===== config.mk =====
export PLATFORM = sky130hd
export DESIGN_NAME = wb_pipe_skid_flat
export DESIGN_NICKNAME = d
export VERILOG_FILES = /design/src/rtl/wb_pipe_skid_if.sv /design/src/rtl/wb_pipe_skid.sv /design/src/flat_wrapper.sv
export SDC_FILE = /design/constraint.sdc
export NUM_CORES = 1
export LEC_CHECK = 0
export CAP_MARGIN = 30
export CORE_UTILIZATION = 51
export DETAILED_ROUTE_END_ITERATION = 12
export PLACE_DENSITY = 0.95
export SYNTH_ARGS = -nofsm -noshare
export SYNTH_HDL_FRONTEND = slang
export SYNTH_SLANG_ARGS = --single-unit

===== constraint.sdc =====
create_clock -name clk -period 10.74 [get_ports clk]
set_input_delay 3.222 -clock clk [delete_from_list [all_inputs] [get_ports clk]]
set_output_delay 3.222 -clock clk [all_outputs]
set_load 0.005 [all_outputs]

===== src/rtl/wb_pipe_skid_if.sv =====
// Handshake bundle for the MEM/WB skid stage: upstream beat, downstream head,
// flush, registered sideband and occupancy.
interface wb_pipe_skid_if #(
    parameter int DW  = 32,
    parameter int SBW = 32
);
    logic           in_valid;
    logic           in_ready;
    logic [DW-1:0]  in_data;
    logic [SBW-1:0] in_side;
    logic           flush;
    logic           out_valid;
    logic           out_ready;
    logic [DW-1:0]  out_data;
    logic [SBW-1:0] out_side;
    logic [1:0]     occ;

    // Stage side.
    modport slave (
        input  in_valid, in_data, in_side, flush, out_ready,
        output in_ready, out_valid, out_data, out_side, occ
    );

    // Environment side: feeds beats upstream and consumes the head.
    modport master (
        output in_valid, in_data, in_side, flush, out_ready,
        input  in_ready, out_valid, out_data, out_side, occ
    );
endinterface


===== src/rtl/wb_pipe_skid.sv =====
// Two-entry valid/ready skid stage between pipeline stages (e.g. MEM -> WB),
// with synchronous flush and a free-running, reset-only sideband register.
module wb_pipe_skid #(
    parameter int DW           = 32,
    parameter int SBW          = 32,
    parameter bit CLR_ON_FLUSH = 1'b1
) (
    input  logic           clk,
    input  logic           cpurst,
    wb_pipe_skid_if.slave  bus
);
    logic           r_main_v;
    logic           r_skid_v;
    logic [DW-1:0]  r_main_d;
    logic [DW-1:0]  r_skid_d;
    logic [SBW-1:0] r_side;

    logic w_in_ready;
    logic w_acc;
    logic w_deq;

    // A beat moves when valid & ready are both high at a rising edge. in_ready
    // depends only on stored state and flush, never on out_ready, so the
    // backpressure chain is cut here. A head seen during flush is not delivered.
    assign w_in_ready = ~r_skid_v & ~bus.flush;
    assign w_acc      = bus.in_valid & w_in_ready;
    assign w_deq      = r_main_v & bus.out_ready;

    always_ff @(posedge clk or posedge cpurst) begin
        if (cpurst) begin
            r_main_v <= 1'b0;
            r_skid_v <= 1'b0;
            r_main_d <= '0;
            r_skid_d <= '0;
            r_side   <= '0;
        end else begin
            r_side <= bus.in_side;
            if (bus.flush) begin
                r_main_v <= 1'b0;
                r_skid_v <= 1'b0;
                if (CLR_ON_FLUSH) begin
                    r_main_d <= '0;
                    r_skid_d <= '0;
                end
            end else if (!r_main_v) begin
                if (w_acc) begin
                    r_main_v <= 1'b1;
                    r_main_d <= bus.in_data;
                end
            end else if (w_deq) begin
                if (r_skid_v) begin
                    r_main_d <= r_skid_d;
                    r_skid_v <= 1'b0;
                end else if (w_acc) begin
                    r_main_d <= bus.in_data;
                end else begin
                    r_main_v <= 1'b0;
                end
            end else if (w_acc) begin
                r_skid_v <= 1'b1;
                r_skid_d <= bus.in_data;
            end
        end
    end

    assign bus.in_ready  = w_in_ready;
    assign bus.out_valid = r_main_v;
    assign bus.out_data  = r_main_d;
    assign bus.out_side  = r_side;
    assign bus.occ       = {1'b0, r_main_v} + {1'b0, r_skid_v};

    // The skid entry only fills behind a held head.
    a_skid_implies_main: assert property (
        @(posedge clk) disable iff (cpurst) r_skid_v |-> r_main_v
    );
endmodule


===== src/flat_wrapper.sv =====
// flat-port wrapper written by rule: the top's interface ports become plain ports
module wb_pipe_skid_flat 
#(
    parameter int DW           = 32,
    parameter int SBW          = 32,
    parameter bit CLR_ON_FLUSH = 1'b1
)
  (clk, cpurst, bus_in_valid, bus_in_data, bus_in_side, bus_flush, bus_out_ready, bus_in_ready, bus_out_valid, bus_out_data, bus_out_side, bus_occ);
  wb_pipe_skid_if #(.DW(DW), .SBW(SBW)) bus_i ();
  input  logic clk;
  input  logic cpurst;
  input wire logic [$bits(bus_i.in_valid)-1:0] bus_in_valid;
  input wire logic [$bits(bus_i.in_data)-1:0] bus_in_data;
  input wire logic [$bits(bus_i.in_side)-1:0] bus_in_side;
  input wire logic [$bits(bus_i.flush)-1:0] bus_flush;
  input wire logic [$bits(bus_i.out_ready)-1:0] bus_out_ready;
  output wire logic [$bits(bus_i.in_ready)-1:0] bus_in_ready;
  output wire logic [$bits(bus_i.out_valid)-1:0] bus_out_valid;
  output wire logic [$bits(bus_i.out_data)-1:0] bus_out_data;
  output wire logic [$bits(bus_i.out_side)-1:0] bus_out_side;
  output wire logic [$bits(bus_i.occ)-1:0] bus_occ;
  assign bus_i.in_valid = bus_in_valid;
  assign bus_i.in_data = bus_in_data;
  assign bus_i.in_side = bus_in_side;
  assign bus_i.flush = bus_flush;
  assign bus_i.out_ready = bus_out_ready;
  assign bus_in_ready = bus_i.in_ready;
  assign bus_out_valid = bus_i.out_valid;
  assign bus_out_data = bus_i.out_data;
  assign bus_out_side = bus_i.out_side;
  assign bus_occ = bus_i.occ;
  wb_pipe_skid #(.DW(DW), .SBW(SBW), .CLR_ON_FLUSH(CLR_ON_FLUSH)) u_core (.clk(clk), .cpurst(cpurst), .bus(bus_i));
endmodule

; ---- After elaboration in Yosys (flattened, before gate mapping)
; Index checks and enable logic that the tools add are counted.
[word_totals]
reg_bits = 98
latch_bits = 0
ramBits = 0
romBits = 0
output_inout_bits = 68
word_cells = 36
mem_count = 0
[classes]
addsub = 1
multipliers = 0
div_mod_pow = 0
n_lt_le_gt_ge = 0
n_eq_ne = 2
n_shift = 0
mux = 18
bitwise_logic = 5
n_reduce_logical = 5
[op_table]
columns = operator, count
row1 = $mux 32, 9
row2 = $mux 1, 9
row3 = $reduce_bool 2->1, 2
row4 = $and 1x1->1, 3
row5 = $ne 3x3->1 const B, 1
row6 = $reduce_and 3->1, 1
row7 = $reduce_bool 3->1, 1
row8 = $add 1x1->2, 1
row9 = $ne 2x2->1 const B, 1
row10 = $not 1->1, 2
row11 = $reduce_and 2->1, 1

; ---- Logic depth before layout (Yosys ltp)
[depth]
depth_word = 8
mapped_depth = 6
depth_no_buf = 3

; ---- Worst setup path after synthesis
; Ideal clock, no wire load.
[synth_path]
kind = input port to output port
from = in bus_flush
to = out bus_in_ready
arrival_time_ps = 3562
slack_ps = 3956
path_stages = 2
path_buffers = 1
path_cell_list = clkbuf_1 -> nor2_1
[synth_between]
elab_chain_len = 2
[synth_rtl]
columns = element, line
row1 = from (decl), flat_wrapper.sv:15  ; input wire logic [$bits(bus_i.flush)-1:0] bus_flush;
row2 = $not 1->1, wb_pipe_skid.sv:25  ; assign w_in_ready = ~r_skid_v & ~bus.flush;
row3 = $and 1x1->1, wb_pipe_skid.sv:25
row4 = to (decl), flat_wrapper.sv:17  ; output wire logic [$bits(bus_i.in_ready)-1:0] bus_in_ready;
; No other way between the ends.

; ---- Worst setup path after layout
; Ends and elaborated chain as after synthesis.

==> run_results.csv <==
group,metric,value,unit
status,status,"finished with violations",
status,violations,"DRC",
drt,avgViaCountPerCell,6.45,
sta,whs,0.504,ns
sta,fin_skew,0.00802,ns
power_and_ir_drop,total_leakage_power,2.54,nW
sta,period_share,73.0,%
floorplan,rows,34,
sta,fin_setup_tns,0,ns
placement,routabilityCongestion,0.812,
grt,grtUsageMet2,46.6,%
critical_path,end_kind,"output pin",
final_layout,drive_above_1_share,7.66,%
min_path,hold_class,"reg2reg",
grt,grtUsageMet1,35.7,%
critical_path,startpoint,"bus_flush",
clock_network,cts_setup_buffers,0,
synth,syn_area,4720,um2
clock_network,postCtsResizedCells,0,
grt,grt_pass1_wl,20800,um
sta,max_freq,128,MHz
sta,relSlewSlack,30.0,%
floorplan,chipHeight,98.2,um
critical_path,critPathArrivalTime,4.61,ns
sta,rsz0062_at_grt,"false",
grt,grt_usage,27.7,%
grt,busiest_layer,"met2",
clock_network,root_buffer,"clkbuf_8",
critical_path,timing.rr.start,"u_core.bus.out_valid",
sta,hold_viol,0,
floorplan,dieArea,9650,um2
drt,wl_per_cell,20.5,um
clock_network,cts.sinks,98,
placement,port_buffers,136,
critical_path,endpoint,"bus_in_ready",
final_layout,layout_common_cells,"clkdlybuf4s50_1, dfrtp_1, nand2_1",
drt,routed_wl,13200,um
critical_path,crit_path_cell_trace,"clkdlybuf4s50_1 -> buf_4 -> nor2_1 -> clkdlybuf4s50_1",
floorplan,start_util,53.4,%
synth,syn_nets,491,
clock_network,cts_tree,"built",
critical_path,cp.required,7.52,ns
sta,setup_viol,0,
synth,ys_ff_latch,98,
clock_network,cts_buffers,9,
critical_path,critPathLaunchType,"primary input",
synth,syn_area_per_cell,11.2,um2
critical_path,critPathKind,"in2out",
power_and_ir_drop,ir_worst_vdd,73.1,uV
grt,antenna_found_initial,0,
synth,yosysWarnings,0,
critical_path,ff2ff_path_depth,5,
critical_path,crit_top_cell,"clkdlybuf4s50_1",
floorplan,core_area,8850,um2
sta,min_period,7.84,ns
drt,dr.pass1.iters,12,
critical_path,cpPeakStageDelay,0.45,ns
critical_path,critPathMaxFanout,39,
floorplan,die_w,98.2,um
power_and_ir_drop,power_density,123,nW/um2
sta,drv_slew,0,
final_layout,diodes,0,
clock_network,cts_max_path_buffers,2,
final_layout,areaGrowthSynthToFinish,33.1,%
drt,drcViolationCount,4,
drt,vias,4148,
critical_path,ff2ff_setup_slack,8.61,ns
critical_path,r2r-end,"u_core.bus.out_data[31]",
final_layout,nets,600,
critical_path,slowest_stage,"clkdlybuf4s50_1",
grt,first_global_vias,3978,
clock_network,ctsHtreeMaxLevel,3,
grt,grt_max_degree,74,
clock_network,cts_hold_buf,0,
flow_run,max_cap_violations,0,
final_layout,final_common_cell,"clkdlybuf4s50_1",
grt,grt-ovfl-total,0,
synth,seq_area_frac_synth,51.9,%
grt,met3_usage,3.79,%
clock_network,clkSlewWorstSetupHoldPaths,0.11,ns
synth,synthDistinctLibCells,28,
drt,ant_nets,0,
drt,first_iter_violations,395,
synth,netlist_instances,421,
placement,hpwlAfterDp,8300,um
clock_network,clk_latency,0.38,ns
sta,worstMarginPinSlew,1.05,ns
floorplan,ioPinCount,137,
==> cells in the mapped netlist (all sizes together) <==
cell type	instances	area share (%)
or3b	1	0.19
o211ai	32	5.1
ha	1	0.26
a22o	32	5.9
clkbuf	6	0.48
nor2	1	0.079
nand3b	32	5.1
buf	44	6.5
and4bb	21	5.6
o31a	1	0.19
o21ai	1	0.11
inv	3	0.24
and2	1	0.13
nand2	65	5.2
nand2b	2	0.26
dfrtp	98	52
nand3	32	3.4
nor4bb	11	2.3
a211oi	1	0.16
o2111ai	32	5.9
nor4	1	0.45
a21oi	2	0.21
nor3b	1	0.26
==> flip-flops by register name, indices dropped and copies added (netlist names) <==
register	flops
u_core.bus.out_data	32
u_core.bus.out_side	32
u_core.bus.out_valid	1
u_core.r_skid_d	32
u_core.r_skid_v	1
==> per-stage QoR <==
stage                     instances  setup slack [ns]  util (%)  cell area [um2]  power [mW]
after global routing            643              2.84      71.0             6290       0.803
after CTS                       641              2.88      70.5             6240       0.771
after floorplan                 421              3.96         -             4720       0.466
final                           643              2.90      71.0             6290       0.773
after global placement          621              2.90      67.2             5950       0.529
after detailed placement        625              2.90      68.4             6050       0.539
==> area by class of cell <==
cell class,instances,area (um2)
sequential,98,2450
timing repair buffer,148,1550
fill,605,2560
clock inverter,7,67.6
tap,108,135
clock buffer,9,124
multi-input combinational,270,1940
inverter,3,13.8
==> critical path: cells and delay by family <==
family / cells / cell delay, ns
buf+inv: 3 / 1.29
simple gates: 1 / 0.10
==> worst min-delay path by stage <==
stage	end	depth (start not counted)	startpoint	slack, ns
2_1_floorplan	u_core.r_skid_d[0]	1	u_core.r_skid_d[0]	0.46
3_3_place_gp	u_core.r_skid_d[1]	1	u_core.r_skid_d[1]	0.47
3_5_place_dp	u_core.r_skid_d[25]	1	u_core.r_skid_d[25]	0.48
4_1_cts	u_core.r_skid_d[21]	1	u_core.r_skid_d[21]	0.50
5_1_grt	u_core.r_skid_d[2]	1	u_core.r_skid_d[2]	0.51
6_report	u_core.r_skid_d[10]	1	u_core.r_skid_d[10]	0.50
==> metal layers <==
layer	routed length (um)	share of wire [%]	up-vias
li1	-	-	1814
met1	5280	40	2062
met2	6750	51	223
met3	775	5.9	49
met4	402	3.0	0
met5	0	0	-
==> report_power, final <==
part	leakage, nW	internal [mW]	switching, mW
sequential	1.28	0.386	0.0111
clock	0.0997	0.0908	0.146
combinational	1.16	0.0749	0.0633
==> logic make-up after synthesis <==
kind of cell	Yosys count	share of synthesized area, %
compound gates	101	17.6
fa+ha+maj	1	0.265
buf+inv	53	7.23
flops	98	51.9
simple gates	168	23.0
Note: power is estimated with default switching activity, not from simulation.
==> variant (same settings) <==
`CLR_ON_FLUSH` is set to 1'b1 in 2 places; all go to 1'b0.
--- a/src/rtl/wb_pipe_skid.sv
+++ b/src/rtl/wb_pipe_skid.sv
@@ -5,3 +5,3 @@
     parameter int SBW          = 32,
-    parameter bit CLR_ON_FLUSH = 1'b1
+    parameter bit CLR_ON_FLUSH = 1'b0
 ) (
--- a/src/flat_wrapper.sv
+++ b/src/flat_wrapper.sv
@@ -5,3 +5,3 @@
     parameter int SBW          = 32,
-    parameter bit CLR_ON_FLUSH = 1'b1
+    parameter bit CLR_ON_FLUSH = 1'b0
 )
Check against the original RTL: not equivalent (a bounded check fails within 4 cycles, from zero or initial values and one cycle with cpurst high).
==> variant against the unedited design <==
Clock skew is 0.0044 ns higher. Synthesized cell count decreased by 49%. Critical endpoint unchanged. Sequential cell count stayed put. Non-clock buffer count fell by 9. First-iteration DRC count decreased by 88%. Highest routed layer unchanged. Setup slack improved by 0.19 ns. Power rose by 15%. Synthesized area shrank 20%. Critical path type unchanged. Wire length decreased by 42%. Cell area fell by 14%.
==> variant: results (changes against the unedited design) <==
[global_route]
grt_pass1_vias = 2561  ; -36%
grt_usage = 0.214  ; -0.0632
grt_max_degree = 58  ; -22%
grt_pass1_wl_mm = 12.2  ; -41%

[route]
drt_iter0_drc = 49  ; -88%
dr.pass1.iters = 2  ; -10

[pwr]
p_switching_uw = 219  ; -0.47%
p_int_uw = 667  ; +21%
leakage_nw = 2.29  ; -10%
peakVddDrop_mv = 0.107  ; +47%

[yosys]
ys_types = 16  ; -43%
yosys-top-cells-count = 98 x dfrtp_1, 86 x mux2_2, 10 x mux2_4
ys_seq_area_frac = 0.652  ; +0.132
synthTopCellsByArea = dfrtp_1 65%, mux2_2 26%, mux2_4 4.0%
syn_area_per_cell_um2 = 17.5  ; +56%

[place]
dpl.cell_count = 441  ; -29%
dpl.hpwl_mm = 5.42  ; -35%
dpl_cell_area_um2 = 5200  ; -14%
dp_slack_ns = 3.09  ; +0.193 ns

[critical_path]
cp_max_fo = 5  ; -87%
cpPeakStageDelay_ns = 0.55  ; +0.10 ns
arrival_ns = 4.43  ; -0.18 ns

[timing]
slew_headroom = 0.548  ; +0.248
fin_skew_ns = 0.0124  ; +0.00437 ns

[cts]
clk_pin_slew_ns = 0.09  ; -0.02 ns

[run_status]
status = completed

[finish]
final_cells = 457  ; -29%
diodes = 0  ; unchanged
fillers = 425  ; -30%

[variant: changes by cell type after synthesis, moves of 11 or more]
cell       unedited run  this run
buf_2                27         3
mux2_2                0        86
and4bb_1             15         0
o211ai_1             32         0
nand3b_1             32         0
a22o_1               32         0
o2111ai_1            32         0
nand2_1              64         0
nor4bb_1             11         0
nand3_1              32         0
[variant: final cells by class]
cell class / count / area (µm²) / area share
Clock inverter: 6 / 58.8 / 0.0109
Multi-Input combinational cell: 106 / 1230 / 0.228
Clock buffer: 10 / 138 / 0.0255
Timing Repair Buffer: 139 / 1380 / 0.256
Sequential cell: 98 / 2450 / 0.455
Tap cell: 96 / 120 / 0.0223
Inverter: 2 / 10.0 / 0.00186
[variant: metal layers]
layer,GRT usage,share of wire,wire length (µm)
met5,0,0,0
met4,0.0641,0.012,90
met3,0.0943,0.10,782
met2,0.365,0.50,3790
met1,0.242,0.39,2970
[variant: worst paths after layout]
path,endpoint,start,cells past startpoint,slack (ns)
worst max register to register,u_core.bus.out_data[14],u_core.bus.out_valid,4,8.51
worst min-delay path,u_core.r_skid_d[27],u_core.r_skid_d[27],1,0.51
min in group asynchronous,u_core.bus.out_data[17],cpurst,2,3.26
worst min register to register,u_core.r_skid_d[27],u_core.r_skid_d[27],1,0.51
max in group asynchronous,u_core.r_skid_d[9],cpurst,3,6.39
worst max-delay path,bus_in_ready,bus_flush,3,3.09
[variant: kinds of logic (layout without fill, tap and decap cells)]
kind of cell    Yosys count  count (layout)  share of synthesized area
flops                    98              98                      0.652
simple gates              4               4                     0.0140
mux                      96              96                      0.297
buf+inv                  11             157                     0.0209
fa+ha+maj                 1               1                    0.00332
compound gates            5               5                     0.0130
